===== src/rtl/ex_pipe_ctl.sv =====
// Pipeline sequencing controller: fetch PC, front/back hold, EX interlock,
// branch flush masking, redirects held pending across stalls, and stall/flush counters.
module ex_pipe_ctl #(
    parameter int               NSTG    = 3,
    parameter int               NBRA    = 2,
    parameter int               NHOLD   = 3,
    parameter int               RW      = 6,
    parameter int               PCW     = 32,
    parameter int               FLW     = 8,
    parameter int               FLDEPTH = 3,
    parameter logic [RW-1:0]    ZZR     = {RW{1'b1}},
    parameter logic [PCW-1:0]   RST_PC  = '0
) (
    input  logic                clock,
    input  logic                reset,
    input  logic [NHOLD-1:0]    holdSrc,
    input  logic [1:0]          ifStep,
    input  logic [RW-1:0]       srcRs,
    input  logic [RW-1:0]       srcRt,
    input  logic [RW-1:0]       srcRm,
    input  logic                srcRmEn,
    input  logic [NSTG*RW-1:0]  stDstId,
    input  logic [NSTG-1:0]     stDstLate,
    input  logic [NBRA-1:0]     braVld,
    input  logic [NBRA*PCW-1:0] braPc,
    input  logic                preBra,
    input  logic [PCW-1:0]      preBraPc,
    output logic [PCW-1:0]      pcOut,
    output logic                holdFront,
    output logic                holdBack,
    output logic                killEx1,
    output logic [FLW-1:0]      flushMask,
    output logic [31:0]         cntIlk,
    output logic [31:0]         cntFlush
);

    localparam logic [FLW-1:0] MASK_FULL = FLW'((1 << FLDEPTH) - 1);
    localparam logic [FLW-1:0] MASK_PRE  = FLW'(4);

    logic [PCW-1:0] pcReg, pcNext;
    logic [FLW-1:0] maskReg, maskNext;
    logic           pendVldReg, pendVldNext;
    logic [PCW-1:0] pendPcReg, pendPcNext;
    logic [31:0]    cntIlkReg, cntIlkNext;
    logic [31:0]    cntFlushReg, cntFlushNext;

    logic [NSTG-1:0] stgHit;
    logic            ilk;
    logic            backReq;
    logic            frontStall;
    logic            braAny;
    logic [PCW-1:0]  braTgt;

    // A late EX result blocks ID2 only when one of its live sources names it.
    for (genvar gi = 0; gi < NSTG; gi++) begin : g_stg
        logic [RW-1:0] dstId;
        assign dstId = stDstId[gi*RW +: RW];
        assign stgHit[gi] = stDstLate[gi] && (dstId != ZZR) &&
                            ((dstId == srcRs) || (dstId == srcRt) ||
                             (srcRmEn && (dstId == srcRm)));
    end

    assign ilk        = |stgHit;
    assign backReq    = |holdSrc;
    assign frontStall = backReq | ilk;

    // Later (higher-index) redirect sources come from older-in-flow stages and win.
    always_comb begin
        braAny = 1'b0;
        braTgt = '0;
        for (int i = 0; i < NBRA; i++) begin
            if (braVld[i]) begin
                braAny = 1'b1;
                braTgt = braPc[i*PCW +: PCW];
            end
        end
    end

    always_comb begin
        pcNext       = pcReg;
        maskNext     = maskReg;
        pendVldNext  = pendVldReg;
        pendPcNext   = pendPcReg;
        cntIlkNext   = cntIlkReg;
        cntFlushNext = cntFlushReg;

        if (ilk && !backReq)
            cntIlkNext = cntIlkReg + 32'd1;

        if (frontStall) begin
            if (braAny) begin
                pendVldNext = 1'b1;
                pendPcNext  = braTgt;
            end
        end else if (braAny) begin
            pcNext       = braTgt;
            maskNext     = MASK_FULL;
            pendVldNext  = 1'b0;
            cntFlushNext = cntFlushReg + 32'd1;
        end else if (pendVldReg) begin
            pcNext       = pendPcReg;
            maskNext     = MASK_FULL;
            pendVldNext  = 1'b0;
            cntFlushNext = cntFlushReg + 32'd1;
        end else if (preBra) begin
            // Only the fall-through fetch already in IF needs killing.
            pcNext   = preBraPc;
            maskNext = (maskReg >> 1) | MASK_PRE;
        end else begin
            pcNext   = pcReg + PCW'({ifStep, 1'b0});
            maskNext = maskReg >> 1;
        end
    end

    always_ff @(posedge clock) begin
        if (reset) begin
            pcReg       <= RST_PC;
            maskReg     <= MASK_FULL;
            pendVldReg  <= 1'b0;
            pendPcReg   <= '0;
            cntIlkReg   <= '0;
            cntFlushReg <= '0;
        end else begin
            pcReg       <= pcNext;
            maskReg     <= maskNext;
            pendVldReg  <= pendVldNext;
            pendPcReg   <= pendPcNext;
            cntIlkReg   <= cntIlkNext;
            cntFlushReg <= cntFlushNext;
        end
    end

    // Holds are suppressed while in reset so downstream stages see a clean bubble.
    assign holdBack  = !reset && backReq;
    assign holdFront = !reset && frontStall;
    assign killEx1   = reset || maskReg[0] || (ilk && !backReq);
    assign pcOut     = pcReg;
    assign flushMask = maskReg;
    assign cntIlk    = cntIlkReg;
    assign cntFlush  = cntFlushReg;

endmodule


===== config.mk =====
export PLATFORM = sky130hd
export DESIGN_NAME = ex_pipe_ctl
export DESIGN_NICKNAME = d
export VERILOG_FILES = /design/src/rtl/ex_pipe_ctl.sv
export SDC_FILE = /design/constraint.sdc
export NUM_CORES = 1
export LEC_CHECK = 0
export CAP_MARGIN = 10
export CORE_MARGIN = 3
export CORE_UTILIZATION = 48
export CTS_CLUSTER_SIZE = 30
export DETAILED_ROUTE_END_ITERATION = 10
export PLACE_DENSITY = 0.82
export SLEW_MARGIN = 25
export SYNTH_ARGS = -nofsm -noshare
export SYNTH_HDL_FRONTEND = slang
export SYNTH_SLANG_ARGS = --single-unit

===== constraint.sdc =====
create_clock -name clock -period 3.4 [get_ports clock]
set_input_delay 0.85 -clock clock [delete_from_list [all_inputs] [get_ports clock]]
set_output_delay 0.85 -clock clock [all_outputs]
set_load 0.005 [all_outputs]

# Word-level counts from Yosys, hierarchy flattened

Cells that the tools add are included.

Magnitude comparators: 0
Eq/ne operators: 12
Shifts and indexed selects: 0
Reduce and logical (&&, ||, !) cells: 28
Add/subtract/negate cells: 3
Mux-type cells: 12
Multiply operators: 0
Bitwise operators: 2
Div/mod/pow operators: 0

Operators with widths:

| kind                  | number |
|---|---|
| $mux 32               | 7 |
| $add 32x1->32 const B | 2 |
| $eq 6x6->1            | 9 |
| $add 32x3->32         | 1 |
| $ne 6x6->1 const B    | 3 |
| $logic_and 1x1->1     | 12 |
| $mux 6                | 2 |
| $logic_or 1x1->1      | 8 |
| $reduce_or 3->1       | 2 |
| $reduce_and 2->1      | 2 |
| $mux 3                | 1 |
| $logic_not 1->1       | 2 |
| $mux 1                | 2 |
| $reduce_bool 2->1     | 1 |
| $reduce_or 2->1       | 1 |
| $not 1->1             | 1 |
| $or 1x1->1            | 1 |

Memories kept: 0
Bits in latches: 0
ROM bits: 0
Logic and storage cells: 63
Register bits: 136
Bits in writable memories: 0
Output and inout bits: 107

# Depth between registers and ports, before layout

Gate-level depths: netlist of the first run.

Depth in word-level cells: 8
Depth in mapped cells: 10

# Least setup slack after synthesis of the first run

OpenSTA, ideal clock, no wires.

Path type: input -> output
Start: in stDstId[4]
End: out killEx1
Stages on the path: 7
Arrival time: 2.429 ns
Data required time: 2.550 ns
Path slack: 0.121 ns
Buffers on the path: 2
Path through: xor2_1 -> or4_1 -> a311o_1 -> and3_1 -> buf_2 -> buf_1 -> nand2_1

Cells in the longest elaborated chain, start to end: 7

Ends and longest elaborated chain:

| what                                                         | line   | source |
|---|---|---|
| start, declared                                              | 22     | `input logic [NSTG*RW-1:0] stDstId,` |
| $eq 6x6->1, on equally long branches                         | 59, 60 |  |
| $logic_or 1x1->1 / $logic_and 1x1->1 (equally long branches) | 59, 60 |  |
| $logic_or 1x1->1                                             | 59     | `((dstId == srcRs) \|\| (dstId == srcRt) \|\|` |
| $logic_and 1x1->1 *                                          | 58     | `assign stgHit[gi] = stDstLate[gi] && (dstId != ZZR) &&` |
| $reduce_or 3->1 *                                            | 63     | `assign ilk = \|stgHit;` |
| $logic_and 1x1->1 *                                          | 136    | `assign killEx1 = reset \|\| maskReg[0] \|\| (ilk && !backReq);` |
| $logic_or 1x1->1 *                                           | 136    |  |
| end, declared                                                | 31     | `output logic killEx1,` |

Mark *: on every way between the ends. The rest lies on a longest branch, timed or not.

# Worst setup path in the final report of the first run

Start: in stDstId[17]
End: out holdFront

Cells in the longest elaborated chain, start to end: 7

Ends and longest elaborated chain:

| what                                                         | line   | source |
|---|---|---|
| $eq 6x6->1, on equally long branches                         | 59, 60 |  |
| $logic_or 1x1->1 / $logic_and 1x1->1 (equally long branches) | 59, 60 |  |
| $logic_or 1x1->1                                             | 59     |  |
| $logic_and 1x1->1 *                                          | 58     |  |
| $reduce_or 3->1 *                                            | 63     |  |
| $or 1x1->1 *                                                 | 65     | `assign frontStall = backReq \| ilk;` |
| $logic_and 1x1->1 *                                          | 135    | `assign holdFront = !reset && frontStall;` |
| end, declared                                                | 29     | `output logic holdFront,` |

Marked as above.

==> impl_metrics.py, run 1 <==
metrics = {
    "route": {
        "postRouteAntennaNets": 0,
        "met3_length_mm": 2.82,
        "top_layer_used": "met4",
        "num_vias": 9559,
        "met2_length_mm": 14.1,
        "post_drt_wl_per_cell_um": 18.8,
        "drtPass1Iterations": 6,
        "wirelength_mm": 29.4,
        "post-route-drc-count": 0,
        "met1Wirelength_mm": 11.8,
        "dr.first_iter.drc_count": 868,
        "viasPerCell": 6.10,
    },
    "global_routing": {
        "antenna_found_initial": 0,
        "grt.total_usage_pct": 30.9,
        "overflow": 0,
        "grt_pass1_wl_mm": 45.9,
        "grt_pass1_vias": 8845,
        "grt_max_degree": 62,
    },
    "floorplan": {
        "row_count": 47,
        "dieArea_um2": 18600,
        "io_pins": 253,
        "die_height_um": 136,
        "start_util_pct": 49.2,
        "dieWidth_um": 136,
        "core-area_um2": 16600,
    },
    "placement": {
        "numPortBuffers": 247,
        "dpl.hpwl_mm": 21.9,
        "place_congestion": 0.983,
    },
    "synthesis": {
        "synth_area_um2": 8160,
        "ys_types": 63,
        "synth_seq_area_share_pct": 32.4,
        "yosys_warnings": 0,
        "ys_seq_elements": 132,
        "synth-async-reset-ratio_pct": 0,
        "syn_area_per_cell_um2": 7.65,
        "syn_inst": 1066,
        "synth_edf_count": 0,
        "synth_flop_cell": "dfxtp_1",
    },
    "timing": {
        "rsz0062_at_grt": "false",
        "period_share_pct": 97.9,
        "finalSetupViolations": 0,
        "slew_headroom_pct": 47.2,
        "slew_viol_final": 0,
        "max_freq_mhz": 300,
        "hold_violations": 0,
        "fin_skew_ns": 0.0123,
        "tns_ns": 0,
        "hold_ws_ns": 0.468,
        "worstMarginPinSlew_ns": 0.791,
        "period_needed_ns": 3.33,
    },
    "cts": {
        "cts_tree": "yes",
        "insertion_delay_ns": 0.42,
        "ctsHtreeMaxLevel": 4,
        "numCtsBuffers": 17,
        "clock-root-buffer": "clkbuf_16",
        "clk_pin_slew_ns": 0.06,
        "hold_buffers": 0,
        "clock-sinks": 132,
        "clockBufferDepth": 2,
    },
    "critical_path": {
        "worstPathArrival_ns": 2.48,
        "path_max_fanout": 3,
        "critPathLaunch": "stDstId[17]",
        "crit-reg2reg-launch": "cntIlk[3]",
        "required_ns": 2.55,
        "max_stage_delay_ns": 0.46,
        "cp_cell_sequence": "clkdlybuf4s50_1 -> buf_4 -> xnor2_1 -> nand4_1 -> o22ai_2 -> o21ba_4 -> nor4_4 -> nor2_2 -> buf_2",
        "critPathKind": "primary input to output port",
        "cp-start-kind": "primary input",
        "endpoint_kind": "output port",
        "slowest_stage": "clkdlybuf4s50_1",
    },
    "final_layout": {
        "seqCellArea_um2": 2640,
        "diodes": 0,
        "final_common_cell": "clkdlybuf4s50_1",
        "drive_gt1_share_pct": 11.1,
        "layout_common_cells": "clkdlybuf4s50_1, dfxtp_1, a21oi_1",
        "multiInputGateArea_um2": 5100,
        "syn_to_final_growth_pct": 43.8,
        "fill_cells": 1369,
        "fin_nets": 1485,
    },
    "outcome": {
        "status": "complete, no violations",
    },
    "power_and_ir_drop": {
        "p_per_area_nw_per_um2": 347,
        "leakage_nw": 4.03,
        "ir_drop_mv": 0.372,
    },
    "hold_path": {
        "hold_class": "register to register",
        "min_from": "pendPcReg[9]",
    },
    "run": {
        "maxCapViolCount": 0,
    },
}
==> worst paths after layout <==
path	to	slack, ns	depth (start not counted)
max	holdFront	0.07	9
min	pendPcReg[9]	0.47	1
max reg2reg	cntIlk[30]	0.87	7
min reg2reg	pendPcReg[9]	0.47	1
==> worst max-delay path: cells and delay by family <==
family,cells,cell delay [ns]
xor gates and xnor gates,1,0.12
and+or+nand+nor,3,0.43
AOI/OAI and AO/OA,2,0.30
buffers and inverters,3,0.77
==> cells by family (layout without fill, tap and decap cells) <==
group,count (synthesis),count (layout),synth area share [%]
AO/OA/AOI/OAI,378,378,29.0
AND/OR/NAND/NOR,350,350,22.8
flip-flops,132,132,32.4
buffers and inverters,120,397,6.17
XOR/XNOR,74,74,7.94
multiplexers,6,6,0.782
adder cells (fa/ha/maj),5,5,0.859
other,1,5,0.0460
==> layout make-up <==
type	count	area share, %
inverter	37	1.18
timing repair buffer	328	25.9
clock buffer	19	3.69
tap	220	2.35
multi-input combinational	818	43.5
sequential	132	22.5
clock inverter	13	0.896
==> synth_stat cells (3+ instances only) <==
library cell	count	area, um2
o32ai_1	4	35.0
and4_1	6	52.6
o22ai_1	14	87.6
nor2b_1	3	18.8
o31a_1	5	43.8
nand2_1	83	312
a31oi_1	11	68.8
nand4_1	26	163
o211ai_1	3	22.5
a311oi_1	6	52.6
o21a_1	10	75.1
nand2b_1	20	125
clkbuf_1	60	225
or3_1	29	181
nor4_1	19	119
ha_1	4	50.1
xnor2_1	47	412
a22oi_1	19	143
o31ai_1	45	338
a211oi_1	13	97.6
mux2_2	3	33.8
a2bb2oi_1	5	43.8
nor3_1	19	95.1
o21ai_0	92	460
buf_4	5	37.5
xor2_1	27	236
buf_2	9	45.0
buf_1	6	22.5
buf_6	3	33.8
dfxtp_1	132	2640
a221oi_1	20	175
nor2_1	52	195
and3_1	13	81.3
inv_1	36	135
a21o_1	4	30.0
nand3_1	38	190
mux2i_1	3	30.0
a21oi_1	113	566
or4_1	33	248
==> timing repair <==
| item | 4_1_cts | 5_1_grt |
|---|---|---|
| setup buffers | 4 | 0 |
| endpoints found under the setup margin | 2 | 2 |
| pin swaps | 15 | 3 |
| gates resized for setup | 77 | 4 |
==> state kept, by name (all words and copies together), names as in the netlist <==
| signal | count |
|---|---|
| pendVldReg | 1 |
| pendPcReg | 32 |
| pcOut | 32 |
| cntIlk | 32 |
| cntFlush | 32 |
| flushMask | 3 |
==> metal layers <==
metal | track usage [%] | vias up
li1 | - | 4525
met1 | 39.5 | 4490
met2 | 51.0 | 490
met3 | 8.22 | 54
met4 | 9.24 | 0
met5 | 0 | -
==> power breakdown <==
part | switching (mW) | internal [mW]
clock | 0.735 | 0.940
combinational | 0.379 | 0.374
sequential | 0.0440 | 1.60
==> metrics by stage <==
| stage | std cells | setup slack, ns | util, % | cell area [um2] | total power, mW |
|---|---|---|---|---|---|
| detailed placement | 1531 | -0.777 | 67.4 | 11200 | 2.42 |
| finish | 1567 | 0.0719 | 70.7 | 11700 | 4.08 |
| floorplan | 1070 | 0.121 | - | 8170 | 2.02 |
| CTS | 1567 | 0.000497 | 70.8 | 11700 | 4.08 |
| global route | 1567 | 0.00915 | 70.7 | 11700 | 4.21 |
| global placement | 1531 | -0.708 | 67.4 | 11200 | 2.41 |
(Power assumes the default switching activity.)
==> run 2, diff against run 1 <==
- PLACE_DENSITY: 0.82 -> 0.83
==> impl_metrics.py, run 2 (synthesized netlist as in run 1, its figures left out) <==
metrics = {
    "outcome": {
        "status": "complete, no violations",
    },
    "floorplan": {
        "die_height_um": 136,
        "dieWidth_um": 136,
        "start_util_pct": 49.2,
        "io_pins": 253,
        "row_count": 47,
        "core-area_um2": 16600,
        "dieArea_um2": 18600,
    },
    "critical_path": {
        "timing.rr.end": "cntIlk[31]",
        "endpoint_kind": "output port",
        "reg2reg_depth": 7,
        "max_stage_delay_ns": 0.46,
        "crit-reg2reg-launch": "cntIlk[3]",
        "required_ns": 2.55,
        "path_max_fanout": 3,
        "cp_cell_sequence": "clkdlybuf4s50_1 -> buf_4 -> xnor2_1 -> nand4_1 -> o22ai_2 -> o21ai_0 -> and3_4 -> nand2_2 -> buf_2",
        "r2r_setup_slack_ns": 0.84,
        "slowest_stage": "clkdlybuf4s50_1",
        "critPathKind": "primary input to output port",
        "worstPathArrival_ns": 2.55,
        "cp-start-kind": "primary input",
    },
    "route": {
        "dr.first_iter.drc_count": 1045,
        "num_vias": 9509,
        "postRouteAntennaNets": 0,
        "wirelength_mm": 29.2,
        "drtPass1Iterations": 5,
        "viasPerCell": 6.05,
        "post-route-drc-count": 0,
        "post_drt_wl_per_cell_um": 18.6,
    },
    "cts": {
        "clock-sinks": 132,
        "clockBufferDepth": 2,
        "numCtsBuffers": 17,
        "clk_pin_slew_ns": 0.06,
        "insertion_delay_ns": 0.43,
        "ctsHtreeMaxLevel": 4,
        "cts_tree": "yes",
        "clock-root-buffer": "clkbuf_16",
    },
    "placement": {
        "dpl.hpwl_mm": 21.4,
        "post_dp_cell_area_um2": 11200,
        "place_congestion": 0.957,
        "numPortBuffers": 247,
    },
    "timing": {
        "tns_ns": 0,
        "finalSetupViolations": 0,
        "slew_headroom_pct": 46.3,
        "hold_ws_ns": 0.464,
        "hold_violations": 0,
        "slew_viol_final": 0,
        "period_share_pct": 99.9,
        "fin_skew_ns": 0.0143,
        "worstMarginPinSlew_ns": 0.804,
        "period_needed_ns": 3.40,
        "max_freq_mhz": 295,
    },
    "final_layout": {
        "layout_common_cells": "clkdlybuf4s50_1, dfxtp_1, a21oi_1",
        "fin_nets": 1488,
        "final_area_um2": 11900,
        "syn_to_final_growth_pct": 45.6,
        "final_common_cell": "clkdlybuf4s50_1",
        "fin_util_pct": 71.6,
        "drive_gt1_share_pct": 11.1,
    },
    "hold_path": {
        "whs_path_depth": 1,
        "whs_endpoint": "pendPcReg[10]",
        "min_from": "pendPcReg[10]",
        "hold_class": "register to register",
    },
    "global_routing": {
        "grt.total_usage_pct": 30.4,
        "grt_pass1_wl_mm": 45.5,
        "grt_max_degree": 55,
        "grt_pass1_vias": 8793,
        "antenna_found_initial": 2,
        "overflow": 0,
    },
    "power_and_ir_drop": {
        "leakage_nw": 4.11,
        "p_per_area_nw_per_um2": 350,
        "ir_drop_mv": 0.389,
    },
    "run": {
        "maxCapViolCount": 0,
    },
}
-- run 2: cell types whose count changed in the layout (fill, tap and decap cells not counted), sizes merged, moves of 2 or more --
cell / change
dlygate4sd2: -7
clkdlybuf4s50: +6
dlymetal6s2s: +5
buf: -3
clkbuf: +2
diode: +2
inv: -2
-- run 2: area by class of cell --
type / count / area, um2
multi-input combinational: 818 / 5120
fill: 1344 / 4700
timing repair buffer: 331 / 3140
sequential: 132 / 2640
clock buffer: 20 / 447
tap: 220 / 275
inverter: 37 / 139
clock inverter: 12 / 109
antenna: 2 / 5.00
-- run 2: worst max-delay path by stage --
stage / from / to / slack (ns) / depth (start not counted)
2_1_floorplan: stDstId[4] / killEx1 / 0.12 / 7
3_3_place_gp: stDstId[1] / killEx1 / -0.71 / 8
3_5_place_dp: stDstId[1] / killEx1 / -0.74 / 8
4_1_cts: stDstId[1] / killEx1 / -0.02 / 8
5_1_grt: stDstId[2] / killEx1 / -0.08 / 9
6_report: stDstId[12] / killEx1 / 0.005 / 9
-- run 2: worst max-delay path, delay by kind of cell --
family,cells,cell delay [ns]
buffers and inverters,3,0.77
XOR/XNOR,1,0.12
AO/OA/AOI/OAI,2,0.37
AND/OR/NAND/NOR,3,0.43
-- run 2: stage by stage --
step / instances / worst slack (ns) / power (mW)
global route: 1572 / -0.0836 / 4.29
floorplan: 1070 / 0.121 / 2.02
finish: 1572 / 0.00498 / 4.16
global placement: 1535 / -0.715 / 2.42
detailed placement: 1535 / -0.739 / 2.43
CTS: 1568 / -0.0199 / 4.15
-- run 2: what timing repair did --
| action | in CTS | in global routing |
|---|---|---|
| setup endpoints to repair | 2 | 2 |
| pin swaps | 11 | 14 |
| gates cloned | 0 | 0 |
| setup buffers | 1 | 2 |
| hold buffers | 0 | 0 |
| gates resized for setup | 44 | 18 |
-- run 2: where the power goes --
group	total [mW]	switching [mW]	internal [mW]
Clock	1.74	0.720	1.02
Combinational	0.767	0.381	0.385
Sequential	1.65	0.0434	1.60
-- run 2: routing by layer --
layer	track usage, %	wire length, um	share of wire [%]
met1	41.9	12200	42
met2	47.3	13700	47
met3	6.77	2600	8.9
met4	10.0	752	2.6
met5	0	0	0
